## src/rtl/pipe_ctrl_pkg.sv

```systemverilog
// Shared pipeline-control types: FSM state encodings and the per-cycle enable/flush bundle.
// Imported by the hazard controller and by the pipeline-register blocks it drives.
package pipe_ctrl_pkg;

  localparam int REG_IDX_W = 5;

  typedef enum logic [1:0] {
    RUN     = 2'd0,
    MEMWAIT = 2'd1,
    ERR     = 2'd2
  } pipe_state_e;

  typedef struct packed {
    logic pc_we;
    logic ifid_we;
    logic idex_we;
    logic exmem_we;
    logic ifid_flush;
    logic idex_flush;
  } pipe_ctrl_t;

  localparam pipe_ctrl_t CTRL_HOLD   = 6'b000000;
  localparam pipe_ctrl_t CTRL_FLOW   = 6'b111100;
  localparam pipe_ctrl_t CTRL_BRANCH = 6'b111111;
  // Load-use: freeze PC and IF/ID, turn the ID/EX slot into a bubble, let EX/MEM drain.
  localparam pipe_ctrl_t CTRL_BUBBLE = 6'b001101;

  // Priority: memory stall, then taken branch, then load-use.
  function automatic pipe_ctrl_t resolve_ctrl(input logic mem_stall,
                                              input logic branch_taken,
                                              input logic load_use);
    pipe_ctrl_t c;
    if (mem_stall) begin
      c = CTRL_HOLD;
    end else if (branch_taken) begin
      c = CTRL_BRANCH;
    end else if (load_use) begin
      c = CTRL_BUBBLE;
    end else begin
      c = CTRL_FLOW;
    end
    return c;
  endfunction

endpackage

```

## src/rtl/pipe_ctrl_hazard_detect.sv

```systemverilog
// Load-use hazard detector: flags an ID instruction reading the register a load in EX is about to write.
// Purely combinational; writes to x0 never create a hazard.
module hazard_detect
  import pipe_ctrl_pkg::*;
(
  input  logic [REG_IDX_W-1:0] id_rs1,
  input  logic [REG_IDX_W-1:0] id_rs2,
  input  logic                 id_uses_rs1,
  input  logic                 id_uses_rs2,
  input  logic [REG_IDX_W-1:0] ex_wr_reg,
  input  logic                 ex_mem_read,
  output logic                 load_use
);

  logic rs1_hit;
  logic rs2_hit;
  logic wr_valid;

  always_comb begin
    wr_valid = ex_mem_read && (ex_wr_reg != '0);
    rs1_hit  = id_uses_rs1 && (id_rs1 == ex_wr_reg);
    rs2_hit  = id_uses_rs2 && (id_rs2 == ex_wr_reg);
    load_use = wr_valid && (rs1_hit || rs2_hit);
  end

endmodule

```

## src/rtl/pipe_ctrl.sv

```systemverilog
// Pipeline hazard controller: zero-latency enables/flushes from state and inputs; memory waits
// hold the whole pipe, and MEM_TIMEOUT consecutive stalled cycles lock it in ERR until reset.
module pipe_ctrl
  import pipe_ctrl_pkg::*;
#(
  parameter int CNT_W       = 16,
  parameter int MEM_TIMEOUT = 255
) (
  input  logic                 clk,
  input  logic                 rst,
  input  logic [REG_IDX_W-1:0] id_rs1,
  input  logic [REG_IDX_W-1:0] id_rs2,
  input  logic                 id_uses_rs1,
  input  logic                 id_uses_rs2,
  input  logic [REG_IDX_W-1:0] ex_wr_reg,
  input  logic                 ex_mem_read,
  input  logic                 ex_branch_taken,
  input  logic                 mem_req,
  input  logic                 mem_ready,
  output logic                 pc_we,
  output logic                 ifid_we,
  output logic                 idex_we,
  output logic                 exmem_we,
  output logic                 ifid_flush,
  output logic                 idex_flush,
  output logic [1:0]           state_o,
  output logic [CNT_W-1:0]     stall_cnt_o,
  output logic [CNT_W-1:0]     flush_cnt_o,
  output logic                 mem_err_o
);

  localparam int WAIT_W = (MEM_TIMEOUT < 1) ? 1 : $clog2(MEM_TIMEOUT + 1);
  localparam logic [WAIT_W:0] TIMEOUT_EXT = (WAIT_W + 1)'(MEM_TIMEOUT);

  pipe_state_e        state_q, state_d;
  logic [WAIT_W-1:0]  wait_cnt_q, wait_cnt_d;
  logic [CNT_W-1:0]   stall_cnt_q, stall_cnt_d;
  logic [CNT_W-1:0]   flush_cnt_q, flush_cnt_d;
  logic               mem_err_q, mem_err_d;

  logic               load_use;
  logic               mem_stall;
  logic [WAIT_W:0]    wait_next;
  pipe_ctrl_t         ctrl;

  hazard_detect u_hazard_detect (
    .id_rs1      (id_rs1),
    .id_rs2      (id_rs2),
    .id_uses_rs1 (id_uses_rs1),
    .id_uses_rs2 (id_uses_rs2),
    .ex_wr_reg   (ex_wr_reg),
    .ex_mem_read (ex_mem_read),
    .load_use    (load_use)
  );

  assign mem_stall = mem_req && !mem_ready;

  always_ff @(posedge clk or posedge rst) begin
    if (rst) begin
      state_q     <= RUN;
      wait_cnt_q  <= '0;
      stall_cnt_q <= '0;
      flush_cnt_q <= '0;
      mem_err_q   <= 1'b0;
    end else begin
      state_q     <= state_d;
      wait_cnt_q  <= wait_cnt_d;
      stall_cnt_q <= stall_cnt_d;
      flush_cnt_q <= flush_cnt_d;
      mem_err_q   <= mem_err_d;
    end
  end

  // The wait counter counts stalled cycles including the RUN cycle that first saw the stall.
  always_comb begin
    state_d    = state_q;
    wait_cnt_d = wait_cnt_q;
    mem_err_d  = mem_err_q;
    ctrl       = CTRL_HOLD;
    wait_next  = {1'b0, wait_cnt_q} + (WAIT_W + 1)'(1);

    case (state_q)
      RUN, MEMWAIT: begin
        ctrl = resolve_ctrl(mem_stall, ex_branch_taken, load_use);
        if (mem_stall) begin
          if (wait_next >= TIMEOUT_EXT) begin
            state_d    = ERR;
            mem_err_d  = 1'b1;
            wait_cnt_d = '0;
          end else begin
            state_d    = MEMWAIT;
            wait_cnt_d = wait_next[WAIT_W-1:0];
          end
        end else begin
          state_d    = RUN;
          wait_cnt_d = '0;
        end
      end
      ERR: begin
        mem_err_d = 1'b1;
      end
      default: begin
        state_d    = RUN;
        wait_cnt_d = '0;
      end
    endcase

    if (rst) begin
      ctrl = CTRL_HOLD;
    end
  end

  always_comb begin
    stall_cnt_d = stall_cnt_q;
    flush_cnt_d = flush_cnt_q;
    if (!ctrl.pc_we && (state_q != ERR) && (stall_cnt_q != '1)) begin
      stall_cnt_d = stall_cnt_q + CNT_W'(1);
    end
    if (ctrl.ifid_flush && (flush_cnt_q != '1)) begin
      flush_cnt_d = flush_cnt_q + CNT_W'(1);
    end
  end

  assign pc_we       = ctrl.pc_we;
  assign ifid_we     = ctrl.ifid_we;
  assign idex_we     = ctrl.idex_we;
  assign exmem_we    = ctrl.exmem_we;
  assign ifid_flush  = ctrl.ifid_flush;
  assign idex_flush  = ctrl.idex_flush;
  assign state_o     = state_q;
  assign stall_cnt_o = stall_cnt_q;
  assign flush_cnt_o = flush_cnt_q;
  assign mem_err_o   = mem_err_q;

endmodule

```

## config.mk

```make
export PLATFORM = sky130hd
export DESIGN_NAME = pipe_ctrl
export DESIGN_NICKNAME = d
export VERILOG_FILES = /design/src/rtl/pipe_ctrl_pkg.sv /design/src/rtl/pipe_ctrl_hazard_detect.sv /design/src/rtl/pipe_ctrl.sv
export SDC_FILE = /design/constraint.sdc
export NUM_CORES = 1
export LEC_CHECK = 0
export ABC_AREA = 1
export ABC_CLOCK_PERIOD_IN_PS = 5650
export BUFFER_PORTS_ARGS = -buffer_cell sky130_fd_sc_hd__buf_2
export CAP_MARGIN = 0
export CORE_MARGIN = 8
export CORE_UTILIZATION = 45
export DETAILED_ROUTE_END_ITERATION = 6
export PLACE_DENSITY_LB_ADDON = 0.3
export SETUP_SLACK_MARGIN = 0.4
export SLEW_MARGIN = 20
export SYNTH_ARGS = -nofsm -noshare
export SYNTH_HDL_FRONTEND = slang
export SYNTH_SLANG_ARGS = --single-unit
```

## constraint.sdc

```tcl
create_clock -name clk -period 5.65 [get_ports clk]
set_input_delay 0.8475 -clock clk [delete_from_list [all_inputs] [get_ports clk]]
set_output_delay 0.8475 -clock clk [all_outputs]
set_load 0.05 [all_outputs]
```

**Word-level counts from Yosys, hierarchy flattened**

Index checks and enable logic that the tools add are counted.

- $add $sub $neg: 3
- Mux-type cells: 14
- Order comparisons: 1
- Reduce and logical (&&, ||, !) cells: 16
- Equal/unequal tests: 9

Operators with widths:

| kind | number |
|---|---|
| $add 16x1->16 const B | 2 |
| $ne 16x16->1 const B | 2 |
| $mux 6 | 5 |
| $mux 8 | 2 |
| $pmux 8 s2 | 1 |
| $eq 5x5->1 | 2 |
| $add 8x1->9 const B | 1 |
| $ge 9x8->1 const B | 1 |
| $logic_and 1x1->1 | 8 |
| $ne 2x2->1 const B | 3 |
| $reduce_bool 5->1 | 1 |
| $mux 2 | 2 |
| $pmux 2 s2 | 1 |
| $reduce_and 3->1 | 1 |
| $eq 2x1->1 const B | 1 |
| $eq 2x2->1 const B | 1 |
| $logic_not 1->1 | 2 |
| $logic_not 2->1 | 1 |
| $mux 1 | 2 |
| $pmux 1 s2 | 1 |
| $reduce_bool 2->1 | 1 |
| $reduce_or 2->1 | 1 |
| $logic_or 1x1->1 | 1 |

- Output and inout bits: 41
- Register bits: 43
- Input port bits: 23

**Logic depth before layout (Yosys ltp)**

Gate-level depths: netlist of the first run.

- Word-level depth: 12
- Gate-level depth with buffers: 12
- Depth with buffers taken out: 12

**By module**

Synthesis of the first run repeated with hierarchy kept, for this count alone.

- Cells, all modules: 349
- Area, all modules: 2597.5 sq um

Modules (own cells, without submodules):

| module | sequential area each (sq um) | cells each | instances | area each (sq um) |
|---|---|---|---|---|
| pipe_ctrl | 1076.0 | 294 | 1 | 2381.0 |
| hazard_detect | 0.0 | 55 | 1 | 216.5 |

**Worst setup path after synthesis of the first run**

Ideal clock, no wire load.

- Kind: input to output
- Start: input port rst
- End: output port pc_we
- Slack: 1420 ps
- Arrival: 3382 ps
- Stages on the path: 8
- Required time: 4803 ps
- Path through: inv_1 nand3_1 inv_2 nand2_1 buf_2 buf_2 nand2_1 buf_4

- Cells in the longest elaborated chain, start to end: 1

RTL lines:

| element | line | RTL |
|---|---|---|
| start: declaration | pipe_ctrl.sv:10 | `input logic rst,` |
| $mux 6 | pipe_ctrl.sv:108 | `if (rst) begin` |
| end: declaration | pipe_ctrl.sv:20 | `output logic pc_we,` |

Every way passes these cells.

**Final worst setup path of the first run**

- Start: input port rst
- End: output port ifid_flush

- Cells in the longest elaborated chain, start to end: 1

RTL lines:

| element | line | RTL |
|---|---|---|
| $mux 6 | pipe_ctrl.sv:108 |  |
| end: declaration | pipe_ctrl.sv:24 | `output logic ifid_flush,` |

Every way passes these cells.

==> results.toml, run 1 <==
[synthesis]
yosysMostFrequentCell = "nand2_1"
yosysTopAreaCell = "dfrtp_1"
avgSynthCellArea_sq_um = 7.15
yosys.area.top_type_share_pct = 40.2
async_flop_share_pct = 100
ys_types = 25
synth_common_cells = "nand2_1 (130), inv_1 (47), dfrtp_1 (43)"
synth.area.top_cells = "dfrtp_1 (40%), nand2_1 (18%), inv_1 (6.6%)"
synth_cells = 374
synth_area_sq_um = 2680
synth_flop_cell = "dfrtp_1"
ys_seq_area_share_pct = 40.2
syn_nets = 401
synth_edf_count = 0
synth-seq-cells = 43
ys.warnings.count = 0

[min_path]
hold_class = "reg2reg"

[cells_and_area]
fin_util_pct = 53.4
antenna_cells = 0
final_area_sq_um = 3130
drive_above_1_share_pct = 18.7
syn_to_final_growth_pct = 16.9
fin_cells = 514
fin_nets = 465

[drt]
drt_iter0_markers = 107
vias = 2591
wl_um = 6370
drcViolationCount = 0
ant_nets = 0
wire_per_inst_um = 12.4
dr.pass1.iters = 4
viasPerCell = 5.04

[global_route]
grtUsageMet2_pct = 26.8
grt_max_degree = 45
use_met1_pct = 18.7
grt_use_total_pct = 15.8
grt_util_met3_pct = 3.37
antenna_found_initial = 0
grt_pass1_vias = 2618
grt-busiest-layer = "met2"
grt_pass1_wl_um = 11400
gr-total-overflow = 0

[worst_setup_path]
r2r-start = "state_o[1]$_DFFE_PP0P_"
startpoint = "rst"
cp_max_fo = 44
crit_path_end_kind = "primary output"
critPathArrivalTime_ns = 2.76
start_kind = "input pin"
crit_end = "ifid_flush"
worst-r2r-cell-count = 10
path_class = "in2out"
timing.rr.end = "flush_cnt_o[12]$_DFFE_PP0P_"
r2r_setup_slack_ns = 3.46
cp.required_ns = 4.80

[clock_tree]
cts_hold_buf = 0
cts-root-buf = "clkbuf_8"
postCtsSetupBuffers = 0
cts_htree_levels = 2
clk-insertion-delay-late_ns = 0.30
clock_tree.buffer_depth = 2
clock_sinks = 43
cts_tree = "done"
cts_resized = 0
clkTransAtPathRegs_ns = 0.08
numCtsBuffers = 5

[pwr]
seqPwrFrac_pct = 58.4
comb_power_share_pct = 5.2
net-switching-power_uw = 122
switching_share_pct = 23.2
p_int_uw = 404
ir_drop_uv = 108
power_leakage_nw = 1.86
powerDensity_nw_per_um2 = 168
p_clk_share_pct = 36.4

[placement]
numPortBuffers = 63
gp_congestion = 0.836
dp_hpwl_um = 4870
post_dp_cell_area_sq_um = 3040
dp_cells = 506

[timing]
fin_skew_ns = 0.00384
hold_violations = 0
setup_viol = 0
worst_slew_pin_slew_ns = 0.692
fin_crit_sh_pct = 63.8
fin_crit_ns = 3.61
relSlewSlack_pct = 53.8
grt_setup_unrepaired = "no"
tns_ns = 0
drv_slew = 0
max_freq_mhz = 277
holdWs_ns = 0.472

[die]
die-area_sq_um = 8670
start_util_pct = 45.7
io_pins = 64
core.rowCount = 28
core_sq_um = 5850
chipHeight_um = 93.1
die_w_um = 93.1

[job]
maxCapViolCount = 0

[outcome]
status = "completed"
-- worst min path at each step --
stage	from	endpoint	slack (ns)	cells past startpoint
3_3_place_gp	mem_err_o$_DFFE_PP0P_	mem_err_o$_DFFE_PP0P_	0.45	1
3_5_place_dp	mem_err_o$_DFFE_PP0P_	mem_err_o$_DFFE_PP0P_	0.46	1
2_1_floorplan	wait_cnt_q[4]$_DFFE_PP0P_	wait_cnt_q[4]$_DFFE_PP0P_	0.47	2
5_1_grt	mem_err_o$_DFFE_PP0P_	mem_err_o$_DFFE_PP0P_	0.51	1
4_1_cts	mem_err_o$_DFFE_PP0P_	mem_err_o$_DFFE_PP0P_	0.48	1
6_report	mem_err_o$_DFFE_PP0P_	mem_err_o$_DFFE_PP0P_	0.47	1
-- metrics by stage --
step	setup WS, ns	power (mW)
after detailed placement	2.03	0.342
after CTS	2.02	0.536
after global routing	1.79	0.551
final	2.04	0.526
after global placement	2.08	0.341
after floorplan	1.42	0.328
-- critical path, stage by stage --
cell and delay (ns):
buf_2 0.10, clkinv_1 0.03, buf_4 0.45, nand3_1 0.20, inv_2 0.12, nand2_1 0.41
inv_1 0.28, buf_2 0.30
-- per-layer routing --
| metal | up-vias | part of all wire, % |
|---|---|---|
| met4 | 0 | 2.6 |
| met5 | - | 0 |
| met1 | 1216 | 43 |
| li1 | 1303 | - |
| met3 | 14 | 5.1 |
| met2 | 58 | 49 |
-- layout by cell type (no fill, tap or decap), types with 4 or more instances in the layout --
cell	count
nor2_1	40
nand3_1	24
inv_1	46
xor2_1	12
nand4_1	23
o21ai_0	12
dfrtp_1	43
clkbuf_8	5
ha_1	4
nand2_1	130
xnor2_1	13
buf_2	63
-- logic make-up after synthesis --
family | count (synthesis) | share of synthesized area, %
adders and majority gates | 4 | 1.87
buffers and inverters | 57 | 8.89
DFF | 43 | 40.2
xor gates and xnor gates | 25 | 8.19
and+or+nand+nor | 230 | 37.8
AOI/OAI and AO/OA | 15 | 2.99
-- power groups by stage --
stage	clock, mW	sequential, mW	combinational, mW
3_3_place_gp	0	0.314	0.0272
4_1_cts	0.200	0.307	0.0282
6_report	0.192	0.307	0.0273
2_1_floorplan	0	0.314	0.0147
3_5_place_dp	0	0.314	0.0280
5_1_grt	0.211	0.307	0.0324
-- registers in the layout, indices dropped and copies added, names as in the netlist --
name         count
stall_cnt_o     16
flush_cnt_o     16
state_o          2
mem_err_o        1
wait_cnt_q       8
-- cell type report --
cell class | instances | area, sq um
repair buffers | 64 | 323
well taps | 75 | 93.8
multi-input cells | 274 | 1360
fillers | 600 | 2720
clock inverters | 2 | 12.5
flip-flops and latches | 43 | 1080
clock buffers | 6 | 72.6
inverters | 50 | 188
No activity file was read; power rests on OpenSTA's default activity.
==> run 2, diff against run 1 <==
--- a/config.mk
+++ b/config.mk
@@ -6,7 +6,7 @@
 export NUM_CORES = 1
 export LEC_CHECK = 0
 export ABC_AREA = 1
-export ABC_CLOCK_PERIOD_IN_PS = 5650
+export ABC_CLOCK_PERIOD_IN_PS = 3260
 export BUFFER_PORTS_ARGS = -buffer_cell sky130_fd_sc_hd__buf_2
 export CAP_MARGIN = 0
 export CORE_MARGIN = 8
==> constraint.sdc (replaced) <==
create_clock -name clk -period 3.26 [get_ports clk]
set_input_delay 0.489 -clock clk [delete_from_list [all_inputs] [get_ports clk]]
set_output_delay 0.489 -clock clk [all_outputs]
set_load 0.05 [all_outputs]
==> run 2 against run 1 <==
Global-route usage down 0.15 points. Utilization up 1.2 points. Worst hold slack worse by 0.092 ns. Die area unchanged. First-iteration DRC count down 26%. Flip-flop and latch count unchanged. Sequential share of layout area down 0.77 points. Clock-buffer cell count unchanged. Power up 100%. Non-clock buffer count up 1.
==> results.toml, run 2 (same netlist as run 1, synthesis figures left out) <==
[outcome]
status = "completed"

[timing]
grt_setup_unrepaired = "no"
tns_ns = 0
drv_slew = 0
fin_crit_ns = 2.29
worst_slew_pin_slew_ns = 0.583
fin_ws_ns = 0.971
hold_violations = 0
fin_crit_sh_pct = 70.2
setup_viol = 0
holdWs_ns = 0.380
fin_skew_ns = 0.0109
relSlewSlack_pct = 61.0
max_freq_mhz = 437

[pwr]
power_leakage_nw = 1.88
ir_drop_uv = 231
power_mw = 1.08
powerDensity_nw_per_um2 = 336
comb_power_share_pct = 4.5
switching_share_pct = 20.3
seqPwrFrac_pct = 49.5
p_clk_share_pct = 45.9
net-switching-power_uw = 218
p_int_uw = 858

[clock_tree]
numCtsBuffers = 5
cts-root-buf = "clkbuf_8"
cts_tree = "done"
clk-insertion-delay-late_ns = 0.30
clock_sinks = 43
clkTransAtPathRegs_ns = 0.08
postCtsSetupBuffers = 0
clock_tree.buffer_depth = 2
cts_htree_levels = 2
cts_hold_buf = 0
cts_resized = 0

[global_route]
grt_pass1_vias = 2515
antenna_found_initial = 0
grt_use_total_pct = 15.7
grt_max_degree = 44
gr-total-overflow = 0
grt_pass1_wl_um = 11300

[die]
core_sq_um = 5850
chipHeight_um = 93.1
die-area_sq_um = 8670
core.rowCount = 28
start_util_pct = 45.7
io_pins = 64
die_w_um = 93.1

[worst_setup_path]
cp_cell_sequence = "inv_1, nand3_2, inv_2, nand2_1, inv_1, buf_2"
critPathArrivalTime_ns = 1.80
slowest_delay_ns = 0.40
cp.required_ns = 2.77
startpoint = "state_o[1]$_DFFE_PP0P_"
start_kind = "register"
cp_max_fo = 13
crit_path_end_kind = "primary output"
critPathSlowestCell = "dfrtp_1"
path_class = "reg2out"
r2r-start = "state_o[1]$_DFFE_PP0P_"
cpMostUsedCell = "inv_1"

[cells_and_area]
syn_to_final_growth_pct = 19.6
fill_cells = 558
final_common_cell = "nand2_1"
multi_input_area_sq_um = 1370
antenna_cells = 0
seq_area_sq_um = 1080
final_cell_mix = "nand2_1 (129), buf_2 (63), inv_1 (46), dfrtp_1 (43), nor2_1 (40)"
drive_above_1_share_pct = 19.5
fin_nets = 466

[drt]
dr.pass1.iters = 4
drcViolationCount = 0
wire_per_inst_um = 12.7
drt_iter0_markers = 79
viasPerCell = 4.93
vias = 2540
wl_um = 6520
ant_nets = 0

[placement]
post-place-ws_ns = 1.04
dp_hpwl_um = 4810
numPortBuffers = 63
gp_congestion = 0.893

[job]
maxCapViolCount = 0

[min_path]
hold_class = "in2async"
[run 2: power groups by stage]
stage | clock network (mW) | logic (mW) | registers (mW)
floorplan | 0 | 0.0259 | 0.544
global placement | 0 | 0.0484 | 0.543
detailed placement | 0 | 0.0497 | 0.543
CTS | 0.505 | 0.0498 | 0.533
global route | 0.527 | 0.0567 | 0.533
finish | 0.494 | 0.0489 | 0.533
[run 2: final timing paths]
path,end,slack [ns],cells after the start
min in group clk,mem_err_o$_DFFE_PP0P_,0.47,1
setup / recovery,ifid_flush,0.97,6
max in group asynchronous,stall_cnt_o[5]$_DFFE_PP0P_,2.49,3
hold / removal,flush_cnt_o[3]$_DFFE_PP0P_,0.38,3
hold reg to reg,mem_err_o$_DFFE_PP0P_,0.47,1
setup reg to reg,flush_cnt_o[14]$_DFFE_PP0P_,1.27,10
[run 2: area by class of cell]
class / instances / share of cell area, %
clock buffer: 6 / 2.27
inverter: 50 / 5.99
clock inverter: 2 / 1.88
timing repair buffer: 65 / 10.3
sequential: 43 / 33.6
multi-input combinational: 274 / 43.0
tap: 75 / 2.93
[run 2: per-layer routing]
metal / global-route usage (%) / up-vias / share of wire (%)
met1: 18.0 / 1169 / 44
met3: 3.45 / 9 / 4.4
met5: 0 / - / 0
met4: 4.43 / 0 / 1.2
met2: 28.5 / 54 / 50
li1: - / 1308 / -
[run 2: critical path, delay by kind of cell, from the launching register on]
family	cells	cell delay [ns]
buf+inv	4	0.70
flops	1	0.40
simple gates	2	0.40
[run 2: stage by stage]
step	instance area [sq um]	utilization [%]	instances
6_report	3200	54.7	515
5_1_grt	3200	54.7	515
4_1_cts	3200	54.7	515
3_5_place_dp	3070	52.4	507
3_3_place_gp	3070	52.4	507
2_1_floorplan	2690	-	374
